$ cat config.mk
export PLATFORM = sky130hd
export DESIGN_NAME = serial_adder_flat
export DESIGN_NICKNAME = d
export VERILOG_FILES = /design/src/rtl/serial_adder_pkg.sv /design/src/rtl/serial_adder_if.sv /design/src/rtl/serial_adder_fa_bit.sv /design/src/rtl/serial_adder.sv /design/src/flat_wrapper.sv
export SDC_FILE = /design/constraint.sdc
export NUM_CORES = 1
export LEC_CHECK = 0
export ABC_CLOCK_PERIOD_IN_PS = 2100
export BUFFER_PORTS_ARGS = -buffer_cell sky130_fd_sc_hd__buf_2
export CELL_PAD_IN_SITES_DETAIL_PLACEMENT = 1
export CELL_PAD_IN_SITES_GLOBAL_PLACEMENT = 1
export CORE_MARGIN = 2
export CORE_UTILIZATION = 47
export CTS_BUF_LIST = sky130_fd_sc_hd__clkbuf_8
export DETAILED_ROUTE_END_ITERATION = 7
export GPL_TIMING_DRIVEN = 1
export MAX_ROUTING_LAYER = met4
export PLACE_DENSITY_LB_ADDON = 0.3
export SKIP_CTS_REPAIR_TIMING = 1
export SYNTH_ARGS = -nofsm -noshare
export SYNTH_HDL_FRONTEND = slang
export SYNTH_HIERARCHICAL = 1
export SYNTH_SLANG_ARGS = --single-unit
export TNS_END_PERCENT = 50
$ cat constraint.sdc
create_clock -name clk -period 2.1 [get_ports clk]
set_input_delay 0 -clock clk [delete_from_list [all_inputs] [get_ports clk]]
set_output_delay 0 -clock clk [all_outputs]
set_load 0.02 [all_outputs]
$ cat src/rtl/serial_adder_pkg.sv
// serial_pkg: shared definitions for the bit-serial adder slice.
//   - state_t     : FSM state encoding (IDLE, RUN, DONE)
//   - DEFAULT_WIDTH : default operand/sum width
package serial_pkg;

    localparam int DEFAULT_WIDTH = 8;

    typedef enum logic [1:0] {
        IDLE = 2'd0,
        RUN  = 2'd1,
        DONE = 2'd2
    } state_t;

endpackage

$ cat src/rtl/serial_adder_if.sv
// serial_adder_if: start/busy/done handshake plus operand and result buses.
//
// Handshake: start is sampled on a rising clk edge only while busy=0. The
// operands a/b/cin are captured on that same edge, and may change freely
// afterwards. busy stays high while the addition runs. done pulses for
// exactly one cycle when sum/cout take on the new result. sum/cout then
// hold that value until the next completion.
//
//   master : requester (drives start, a, b, cin)
//   slave  : adder     (drives busy, done, sum, cout)
interface serial_adder_if #(
    parameter int WIDTH = serial_pkg::DEFAULT_WIDTH
);
    logic             start;
    logic [WIDTH-1:0] a;
    logic [WIDTH-1:0] b;
    logic             cin;
    logic             busy;
    logic             done;
    logic [WIDTH-1:0] sum;
    logic             cout;

    modport master (
        output start, a, b, cin,
        input  busy, done, sum, cout
    );

    modport slave (
        input  start, a, b, cin,
        output busy, done, sum, cout
    );
endinterface

$ cat src/rtl/serial_adder_fa_bit.sv
// fa_bit: one-bit full-adder cell.
//   a, b, cin : input bits
//   sum       : a ^ b ^ cin
//   cout      : majority(a, b, cin)
module fa_bit (
    input  logic a,
    input  logic b,
    input  logic cin,
    output logic sum,
    output logic cout
);
    assign sum  = a ^ b ^ cin;
    assign cout = (a & b) | (a & cin) | (b & cin);
endmodule

$ cat src/rtl/serial_adder.sv
// serial_adder: bit-serial WIDTH-bit adder. One bit per clock, LSB first,
// goes through a single fa_bit cell. The carry is kept in a flop between bits.
// The result {cout,sum} = a + b + cin is ready WIDTH clocks after start is accepted.
//   clk, rst_n : rising-edge clock, asynchronous active-low reset
//   bus        : slave side of serial_adder_if (start/a/b/cin in,
//                busy/done/sum/cout out, all outputs registered)
//   state      : current FSM state, for observation
module serial_adder
    import serial_pkg::*;
#(
    parameter int WIDTH = DEFAULT_WIDTH
) (
    input  logic          clk,
    input  logic          rst_n,
    serial_adder_if.slave bus,
    output state_t        state
);
    localparam int CW = $clog2(WIDTH);
    localparam logic [CW-1:0] LAST = CW'(WIDTH - 1);

    state_t           state_q, state_d;
    logic [WIDTH-1:0] a_sr, b_sr, s_sr;
    logic             carry;
    logic [CW-1:0]    cnt;
    logic             s_bit, c_bit;
    logic             load, finish;

    fa_bit u_fa (
        .a    (a_sr[0]),
        .b    (b_sr[0]),
        .cin  (carry),
        .sum  (s_bit),
        .cout (c_bit)
    );

    // start is accepted in IDLE and also in the DONE cycle, which gives
    // back-to-back operation.
    assign load   = (state_q != RUN) && bus.start;
    assign finish = (state_q == RUN) && (cnt == LAST);
    assign state  = state_q;

    always_ff @(posedge clk or negedge rst_n) begin
        if (!rst_n) state_q <= IDLE;
        else        state_q <= state_d;
    end

    always_comb begin
        state_d = state_q;
        case (state_q)
            IDLE:    if (bus.start) state_d = RUN;
            RUN:     if (cnt == LAST) state_d = DONE;
            DONE:    state_d = bus.start ? RUN : IDLE;
            default: state_d = IDLE;
        endcase
    end

    always_ff @(posedge clk or negedge rst_n) begin
        if (!rst_n) begin
            a_sr     <= '0;
            b_sr     <= '0;
            s_sr     <= '0;
            carry    <= 1'b0;
            cnt      <= '0;
            bus.busy <= 1'b0;
            bus.done <= 1'b0;
            bus.sum  <= '0;
            bus.cout <= 1'b0;
        end else if (load) begin
            a_sr     <= bus.a;
            b_sr     <= bus.b;
            carry    <= bus.cin;
            cnt      <= '0;
            bus.busy <= 1'b1;
            bus.done <= 1'b0;
        end else if (state_q == RUN) begin
            s_sr  <= {s_bit, s_sr[WIDTH-1:1]};
            a_sr  <= a_sr >> 1;
            b_sr  <= b_sr >> 1;
            carry <= c_bit;
            if (finish) begin
                // Reset cnt here rather than incrementing it, so it can
                // never wrap when WIDTH is a power of two.
                cnt      <= '0;
                bus.sum  <= {s_bit, s_sr[WIDTH-1:1]};
                bus.cout <= c_bit;
                bus.done <= 1'b1;
                bus.busy <= 1'b0;
            end else begin
                cnt <= cnt + CW'(1);
            end
        end else begin
            bus.done <= 1'b0;
        end
    end
endmodule

$ cat src/flat_wrapper.sv
// flat-port wrapper written by rule: the top's interface ports become plain ports
module serial_adder_flat import serial_pkg::*;
#(
    parameter int WIDTH = DEFAULT_WIDTH
)
  (clk, rst_n, state, bus_start, bus_a, bus_b, bus_cin, bus_busy, bus_done, bus_sum, bus_cout);
  serial_adder_if #(.WIDTH(WIDTH)) bus_i ();
  input  logic clk;
  input  logic rst_n;
  output state_t state;
  input wire logic [$bits(bus_i.start)-1:0] bus_start;
  input wire logic [$bits(bus_i.a)-1:0] bus_a;
  input wire logic [$bits(bus_i.b)-1:0] bus_b;
  input wire logic [$bits(bus_i.cin)-1:0] bus_cin;
  output wire logic [$bits(bus_i.busy)-1:0] bus_busy;
  output wire logic [$bits(bus_i.done)-1:0] bus_done;
  output wire logic [$bits(bus_i.sum)-1:0] bus_sum;
  output wire logic [$bits(bus_i.cout)-1:0] bus_cout;
  assign bus_i.start = bus_start;
  assign bus_i.a = bus_a;
  assign bus_i.b = bus_b;
  assign bus_i.cin = bus_cin;
  assign bus_busy = bus_i.busy;
  assign bus_done = bus_i.done;
  assign bus_sum = bus_i.sum;
  assign bus_cout = bus_i.cout;
  serial_adder #(.WIDTH(WIDTH)) u_core (.clk(clk), .rst_n(rst_n), .bus(bus_i), .state(state));
endmodule
==> results of run 1 <==
==> layout by cell type (no fill, tap or decap) <==
cell type and instances:
sky130_fd_sc_hd__dfrtp_1 40, sky130_fd_sc_hd__mux2_2 34, sky130_fd_sc_hd__buf_2 32, sky130_fd_sc_hd__mux2_4 12
sky130_fd_sc_hd__clkbuf_8 7, sky130_fd_sc_hd__nor2_1 5, sky130_fd_sc_hd__a31o_2 3, sky130_fd_sc_hd__mux2i_1 2
sky130_fd_sc_hd__nand2b_1 2, sky130_fd_sc_hd__inv_1 2, sky130_fd_sc_hd__nor4bb_1 2, sky130_fd_sc_hd__ha_1 2
sky130_fd_sc_hd__buf_4 2, sky130_fd_sc_hd__dlygate4sd3_1 1, sky130_fd_sc_hd__nand3b_1 1, sky130_fd_sc_hd__nor2b_1 1
sky130_fd_sc_hd__o22ai_1 1, sky130_fd_sc_hd__a21oi_1 1, sky130_fd_sc_hd__nor4b_1 1, sky130_fd_sc_hd__fa_1 1
==> per-layer routing <==
metal  wire length, microns  vias up  global-route usage [%]  share of wire, %
li1                       -      481                       -                 -
met1                   1420      532                    22.4                41
met2                   1840       20                    31.9                54
met3                    125        4                    4.60               3.6
met4                     38        0                    5.36               1.1
met5                      0        -                       -                 0
==> logic make-up after synthesis <==
logic type / after synthesis / synth area share, %
fa+ha+maj: 3 / 2.48
buf+inv: 8 / 4.07
flops: 40 / 55.2
simple gates: 12 / 4.07
mux: 48 / 32.1
compound gates: 5 / 2.07
==> layout make-up <==
type,count,area [sq um]
timing repair buffer,35,185
clock buffer,7,96.3
sequential,40,1000
fill,393,1600
multi-input combinational,68,739
inverter,2,7.51
tap,48,60.1
==> how the worst min path moves through the flow <==
stage,to,depth (start not counted)
after global routing,u_core/a_sr[7],3
after floorplan,u_core/a_sr[0],0
after global placement,u_core/s_sr[3],1
final,u_core/a_sr[7],3
after CTS,u_core/bus.sum[3],1
after detailed placement,u_core/bus.sum[3],1
==> worst max-delay path: cells and delay by family, from the launching register on <==
family	cells	cell delay (ns)
fa+ha+maj	2	0.46
flops	1	0.41
mux	1	0.39
simple gates	1	0.41
==> through the flow <==
step	utilization, %	hold WS, ns	total power, mW
floorplan	-	-0.296	2.28
global placement	53.8	0.145	2.52
detailed placement	53.8	0.167	2.63
CTS	56.4	-0.147	3.19
global route	56.6	0.0131	3.37
finish	56.6	-0.0245	3.15
==> synth_stat cells, drive strengths merged <==
| cell type | instances | area, sq um |
|---|---|---|
| nor4b | 1 | 8.76 |
| nor2 | 5 | 18.8 |
| buf | 6 | 66.3 |
| a31o | 3 | 26.3 |
| o22ai | 1 | 6.26 |
| inv | 2 | 7.51 |
| nor2b | 1 | 6.26 |
| mux2 | 46 | 563 |
| dfrtp | 40 | 1000 |
| nor4bb | 2 | 20.0 |
| nand2b | 2 | 12.5 |
| ha | 2 | 25.0 |
| a21oi | 1 | 5.00 |
| mux2i | 2 | 20.0 |
| fa | 1 | 20.0 |
| nand3b | 1 | 7.51 |
==> registers in the layout, indices dropped and copies added (netlist names), 2 cells and up <==
signal          cells
u_core/a_sr         8
u_core/s_sr         7
u_core/bus.sum      8
u_core/cnt          3
u_core/b_sr         8
u_core/state        2
==> power groups by stage <==
stage                     registers [mW]  clock network (mW)  logic, mW
after CTS                           1.35               0.557       1.28
after detailed placement            1.37                   0       1.27
final                               1.34               0.548       1.25
after global placement              1.33                   0       1.19
after floorplan                     1.43                   0      0.852
after global routing                1.40               0.595       1.37
==> PnR_summary.wiki, run 1 <==
{| class="wikitable"
! Metric !! Value
|-
| Outcome || finished, violations left
|-
| Failing checks || negative hold slack
|-
| Number of vias after detailed routing || 1,037
|-
| Unrepaired setup endpoints after global routing || no
|-
| Global-route wire length before repair || 5880 microns
|-
| Post-Route WL || 3430 microns
|-
| Final Hold Viols || 1
|-
| Transition time at the pin with the least slew margin || 0.869 ns
|-
| Initial Utilization || 49.2%
|-
| Final instance count without filler cells || 200
|-
| Crit path setup slack, layout || 0.308 ns
|-
| Routed Antenna Nets || 0
|-
| NetSw || 1.03 mW
|-
| Horizontal die dimension || 66.1 microns
|-
| Worst supply voltage drop on vdd || 687 uV
|-
| Post-DP HPWL || 2500 microns
|-
| Share of post-route cells with drive strength above 1 || 59.2%
|-
| Grt ovf || 0
|-
| Worst-case register-to-register setup slack || 0.31 ns
|-
| Mean area per synthesized cell || 15.6 sq um
|-
| Endpoint kind of the worst setup timing path || flip-flop
|-
| Time the final worst path needs with I/O delays and setup || 1.79 ns
|-
| Synth Register Bits || 40
|-
| Weighted congestion at the end of routability-driven global placement || 0.707
|-
| Initial antenna violation count || 0
|-
| Worst hold path class || in -> reg
|-
| Depth of the CTS H-tree || 2
|-
| Synthesis-to-finish area growth || 15.2%
|-
| Max-Slew Margin vs Limit || 42.1%
|-
| Number of nets in the layout || 175
|-
| Relative contribution of combinational cells to total power || 39.8%
|-
| CTS tree || yes
|-
| Slowest cell on crit path || sky130_fd_sc_hd__dfrtp_1
|-
| Final count of negative-setup-slack endpoints || 0
|-
| Data required time of the critical path || 2.27 ns
|-
| Maximum number of pins on one net before global-route repair || 41
|-
| Count of final max-slew check failures || 0
|-
| Internal power component || 2.11 mW
|-
| Distinct cells, synth || 20
|-
| Clock network fraction of total power || 17.4%
|-
| GRT Overall Usage || 18.8%
|-
| Kind of critical path || reg -> reg
|-
| Pleak || 1.04 nW
|-
| Setup TNS Final || 0 ns
|-
| Number of buffers added by the clock tree synthesis step || 5
|-
| Max capacitance violation total || 0
|-
| Final period utilization || 85.3%
|-
| Vias in the first global route || 1,165
|-
| Worst Path Arrival || 1.97 ns
|-
| F_max || 558 MHz
|-
| Rows || 22
|-
| Maximum cell stage delay along the critical path || 0.41 ns
|-
| Number of buffers inserted by port buffering || 32
|-
| Startpoint of the lowest-slack hold path || bus_a[7]
|-
| Skew final || 0.00601 ns
|-
| Post-detailed-route DRC marker count || 0
|-
| Combined area of all synthesized cells || 1810 sq um
|-
| Start of the worst register-to-register path || u_core/cnt[0]
|-
| Warning count from the yosys run || 6
|-
| Total iterations of the first detailed-routing run || 4
|-
| Sequential-to-total area share from yosys stat || 55.2%
|-
| Placed inst area || 1980 sq um
|-
| Share of total power in sequential cells || 42.8%
|-
| Clock latency reported for the late side of the worst-skew pair || 0.29 ns
|-
| Cell count after placement || 192
|-
| Worst reg-to-reg path cell count || 4
|-
| Startpoint Class || flip-flop
|-
| Worst setup path endpoint || u_core/bus.sum[5]
|-
| Worst flop-to-flop path endpoint || u_core/bus.sum[5]
|-
| 1st-iter DRT viols || 55
|-
| Net Count, Synth || 139
|-
| Worst-path cell chain || ha_1 -> ha_1 -> nand3b_1 -> mux2_2
|-
| Hold Worst Slack || -0.0245 ns
|-
| Sw frac || 32.9%
|-
| Clock root buffer || sky130_fd_sc_hd__clkbuf_8
|-
| Maximum fanout encountered on the critical timing path || 10
|-
| Clock sink count || 40
|-
| Total non-filler cell area in the finished layout || 2090 sq um
|-
| Die height || 66.1 microns
|-
| Launching element of the worst setup path || u_core/cnt[0]
|-
| Post-placement worst setup slack || 0.299 ns
|-
| Final routed wire length divided by cell count || 17.1 microns
|-
| Maximum root-to-sink buffer count || 2
|-
| Full die area || 4370 sq um
|-
| Antenna diode instance count || 0
|-
| Clk pin slew, worst setup/hold paths || 0.07 ns
|-
| Cell count after synthesis || 116
|-
| Ports placed on the boundary || 33
|-
| DR vias/cell || 5.19
|-
| CORE AREA || 3690 sq um
|-
| CP dominant cell by count || sky130_fd_sc_hd__ha_1
|-
| Pwr Density || 1510 nW/um^2
|}
(Power assumes the default switching activity.)
==> run 2, diff against run 1 <==
ABC_CLOCK_PERIOD_IN_PS = 1500   (was 2100)
CORE_UTILIZATION = 43   (was 47)
clock period = 1.5 ns   (was 2.1 ns; I/O delays follow)
==> PnR_summary.wiki, run 2 (synthesis gave the netlist of run 1 again) <==
{| class="wikitable"
! Metric !! Value
|-
| Outcome || finished, violations left
|-
| Failing checks || negative hold slack, negative setup slack
|-
| Crit path setup slack, layout || -0.00901 ns (-0.317 ns)
|-
| DR vias/cell || 5.16 (-0.43%)
|-
| Data required time of the critical path || 1.67 ns (-0.60 ns)
|-
| Horizontal die dimension || 69.0 microns (+4.3%)
|-
| Post-DP HPWL || 2540 microns (+1.4%)
|-
| Utilization of the core after routing || 54.0% (-2.6 points)
|-
| Die height || 69.0 microns (+4.3%)
|-
| Pleak || 1.08 nW (+4.2%)
|-
| Initial Utilization || 45.0% (-4.2 points)
|-
| Share of total power in sequential cells || 42.7% (about the same)
|-
| Unrepaired setup endpoints after global routing || yes
|-
| Time the final worst path needs with I/O delays and setup || 1.51 ns (-0.283 ns)
|-
| Antenna diode instance count || 0 (unchanged)
|-
| Clock latency reported for the late side of the worst-skew pair || 0.29 ns (about the same)
|-
| Internal power component || 2.97 mW (+41%)
|-
| Synthesis-to-finish area growth || 19.9%
|-
| Maximum root-to-sink buffer count || 2 (unchanged)
|-
| Count of final max-slew check failures || 0 (unchanged)
|-
| Sw frac || 33.1% (+0.19 points)
|-
| Placed inst area || 2060 sq um (+3.8%)
|-
| CTS tree || yes
|-
| Final instance count without filler cells || 209 (+4.5%)
|-
| Weighted congestion at the end of routability-driven global placement || 0.687 (-2.7%)
|-
| Routed Antenna Nets || 0 (unchanged)
|-
| Top Registers || u_core/a_sr (8), u_core/b_sr (8), u_core/bus.sum (8)
|-
| Worst supply voltage drop on vdd || 1100 uV (+60%)
|-
| Total iterations of the first detailed-routing run || 3 (-1)
|-
| Initial antenna violation count || 0 (unchanged)
|-
| Kind of critical path || reg -> reg
|-
| Maximum number of pins on one net before global-route repair || 22 (-46%)
|-
| Maximum fanout encountered on the critical timing path || 10 (unchanged)
|-
| Leading cell type in the layout, fill and taps excluded || sky130_fd_sc_hd__dfrtp_1
|-
| Total non-filler cell area in the finished layout || 2180 sq um (+4.1%)
|-
| Post-placement worst setup slack || -0.00265 ns (-0.301 ns)
|-
| Number of buffers inserted by port buffering || 32 (unchanged)
|-
| Transition time at the pin with the least slew margin || 0.501 ns (-0.368 ns)
|-
| Max capacitance violation total || 0 (unchanged)
|-
| CORE AREA || 4030 sq um (+9.2%)
|-
| Final period utilization || 101% (+15 points)
|-
| Post-Route WL || 3540 microns (+3.2%)
|-
| Pwr Density || 2040 nW/um^2 (+35%)
|-
| Vias in the first global route || 1,113 (-4.5%)
|-
| 1st-iter DRT viols || 46 (-16%)
|-
| Full die area || 4750 sq um (+8.7%)
|-
| Relative contribution of combinational cells to total power || 42.7% (+2.9 points)
|-
| Global-route wire length before repair || 5410 microns (-8.0%)
|-
| Rows || 23 (+4.5%)
|-
| NetSw || 1.47 mW (+42%)
|-
| Number of vias after detailed routing || 1,079 (+4.1%)
|-
| Clock root buffer || sky130_fd_sc_hd__clkbuf_8
|-
| Final count of negative-setup-slack endpoints || 2 (+2)
|-
| Clk pin slew, worst setup/hold paths || 0.07 ns (about the same)
|-
| Worst Path Arrival || 1.68 ns (-0.29 ns)
|-
| Number of buffers added by the clock tree synthesis step || 5 (unchanged)
|-
| Grt ovf || 0 (unchanged)
|-
| Share of post-route cells with drive strength above 1 || 62.3% (+3.1 points)
|-
| Skew final || 0.00405 ns (-0.00196 ns)
|-
| Clock network fraction of total power || 14.6% (-2.8 points)
|-
| Max-Slew Margin vs Limit || 66.6% (+25 points)
|-
| Leading cell types in the layout, fill and taps excluded || sky130_fd_sc_hd__dfrtp_1 (40), sky130_fd_sc_hd__mux2_2 (33), sky130_fd_sc_hd__buf_2 (32)
|-
| Ports placed on the boundary || 33 (unchanged)
|-
| Hold Worst Slack || -0.0119 ns (+0.0125 ns)
|-
| Overall power consumption || 4.43 mW (+41%)
|-
| Worst hold path class || in -> reg
|-
| Endpoint kind of the worst setup timing path || flip-flop
|-
| Startpoint Class || flip-flop
|-
| F_max || 663 MHz (+19%)
|-
| GRT Overall Usage || 17.0% (-1.8 points)
|-
| Number of nets in the layout || 182 (+4.0%)
|-
| Final Hold Viols || 2 (+1)
|-
| Post-detailed-route DRC marker count || 0 (unchanged)
|-
| Cell count after placement || 200 (+4.2%)
|-
| Depth of the CTS H-tree || 2 (unchanged)
|-
| Clock sink count || 40 (unchanged)
|-
| Final routed wire length divided by cell count || 16.9 microns (-1.2%)
|}
[run 2: path summary, 6_finish.rpt]
| path | slack (ns) | cells past startpoint | startpoint | end |
|---|---|---|---|---|
| max | -0.009 | 5 | u_core/cnt[0] | u_core/bus.sum[1] |
| min | -0.01 | 3 | bus_a[7] | u_core/a_sr[7] |
| max reg2reg | -0.009 | 5 | u_core/cnt[0] | u_core/bus.sum[1] |
| min reg2reg | 0.50 | 1 | u_core/bus.sum[2] | u_core/bus.sum[2] |
| max in group asynchronous | 0.80 | 3 | rst_n | u_core/s_sr[1] |
| min in group asynchronous | 0.22 | 2 | rst_n | u_core/s_sr[6] |
[run 2: routing by layer]
metal  share of wire, %  wire, microns  up-vias  global-route usage [%]
met5                  0              0        -                       -
met4                2.2             78        0                    7.35
met3                4.4            155       10                    4.87
met2                 50           1770       23                    27.0
met1                 43           1530      548                    20.1
li1                   -              -      498                       -
[run 2: worst max-delay path: stages (launching register included)]
cell and delay (ns):
sky130_fd_sc_hd__dfrtp_1 0.41, sky130_fd_sc_hd__ha_2 0.21, sky130_fd_sc_hd__ha_4 0.16, sky130_fd_sc_hd__nand3b_1 0.13, sky130_fd_sc_hd__buf_12 0.15, sky130_fd_sc_hd__mux2_2 0.34
[run 2: stage by stage]
stage | TNS [ns] | hold slack [ns]
floorplan | 0 | -0.296
global placement | 0 | -0.0167
detailed placement | -0.00265 | -0.00174
CTS | -0.0377 | -0.312
global route | -0.260 | 0.0127
finish | -0.0116 | -0.0119
[run 2: cell type report]
cell class	instances	area, sq um
Fill cell	416	1850
Clock inverter	2	8.76
Inverter	2	7.51
Timing Repair Buffer	42	263
Clock buffer	5	68.8
Multi-Input combinational cell	68	764
Sequential cell	40	1000
Tap cell	50	62.6
[run 2: power groups by stage]
stage | clock, mW | combinational (mW) | sequential, mW
6_report | 0.648 | 1.89 | 1.89
4_1_cts | 0.673 | 1.84 | 1.89
3_3_place_gp | 0 | 1.73 | 1.86
3_5_place_dp | 0 | 1.83 | 1.91
2_1_floorplan | 0 | 1.20 | 2.00
5_1_grt | 0.736 | 2.04 | 1.97
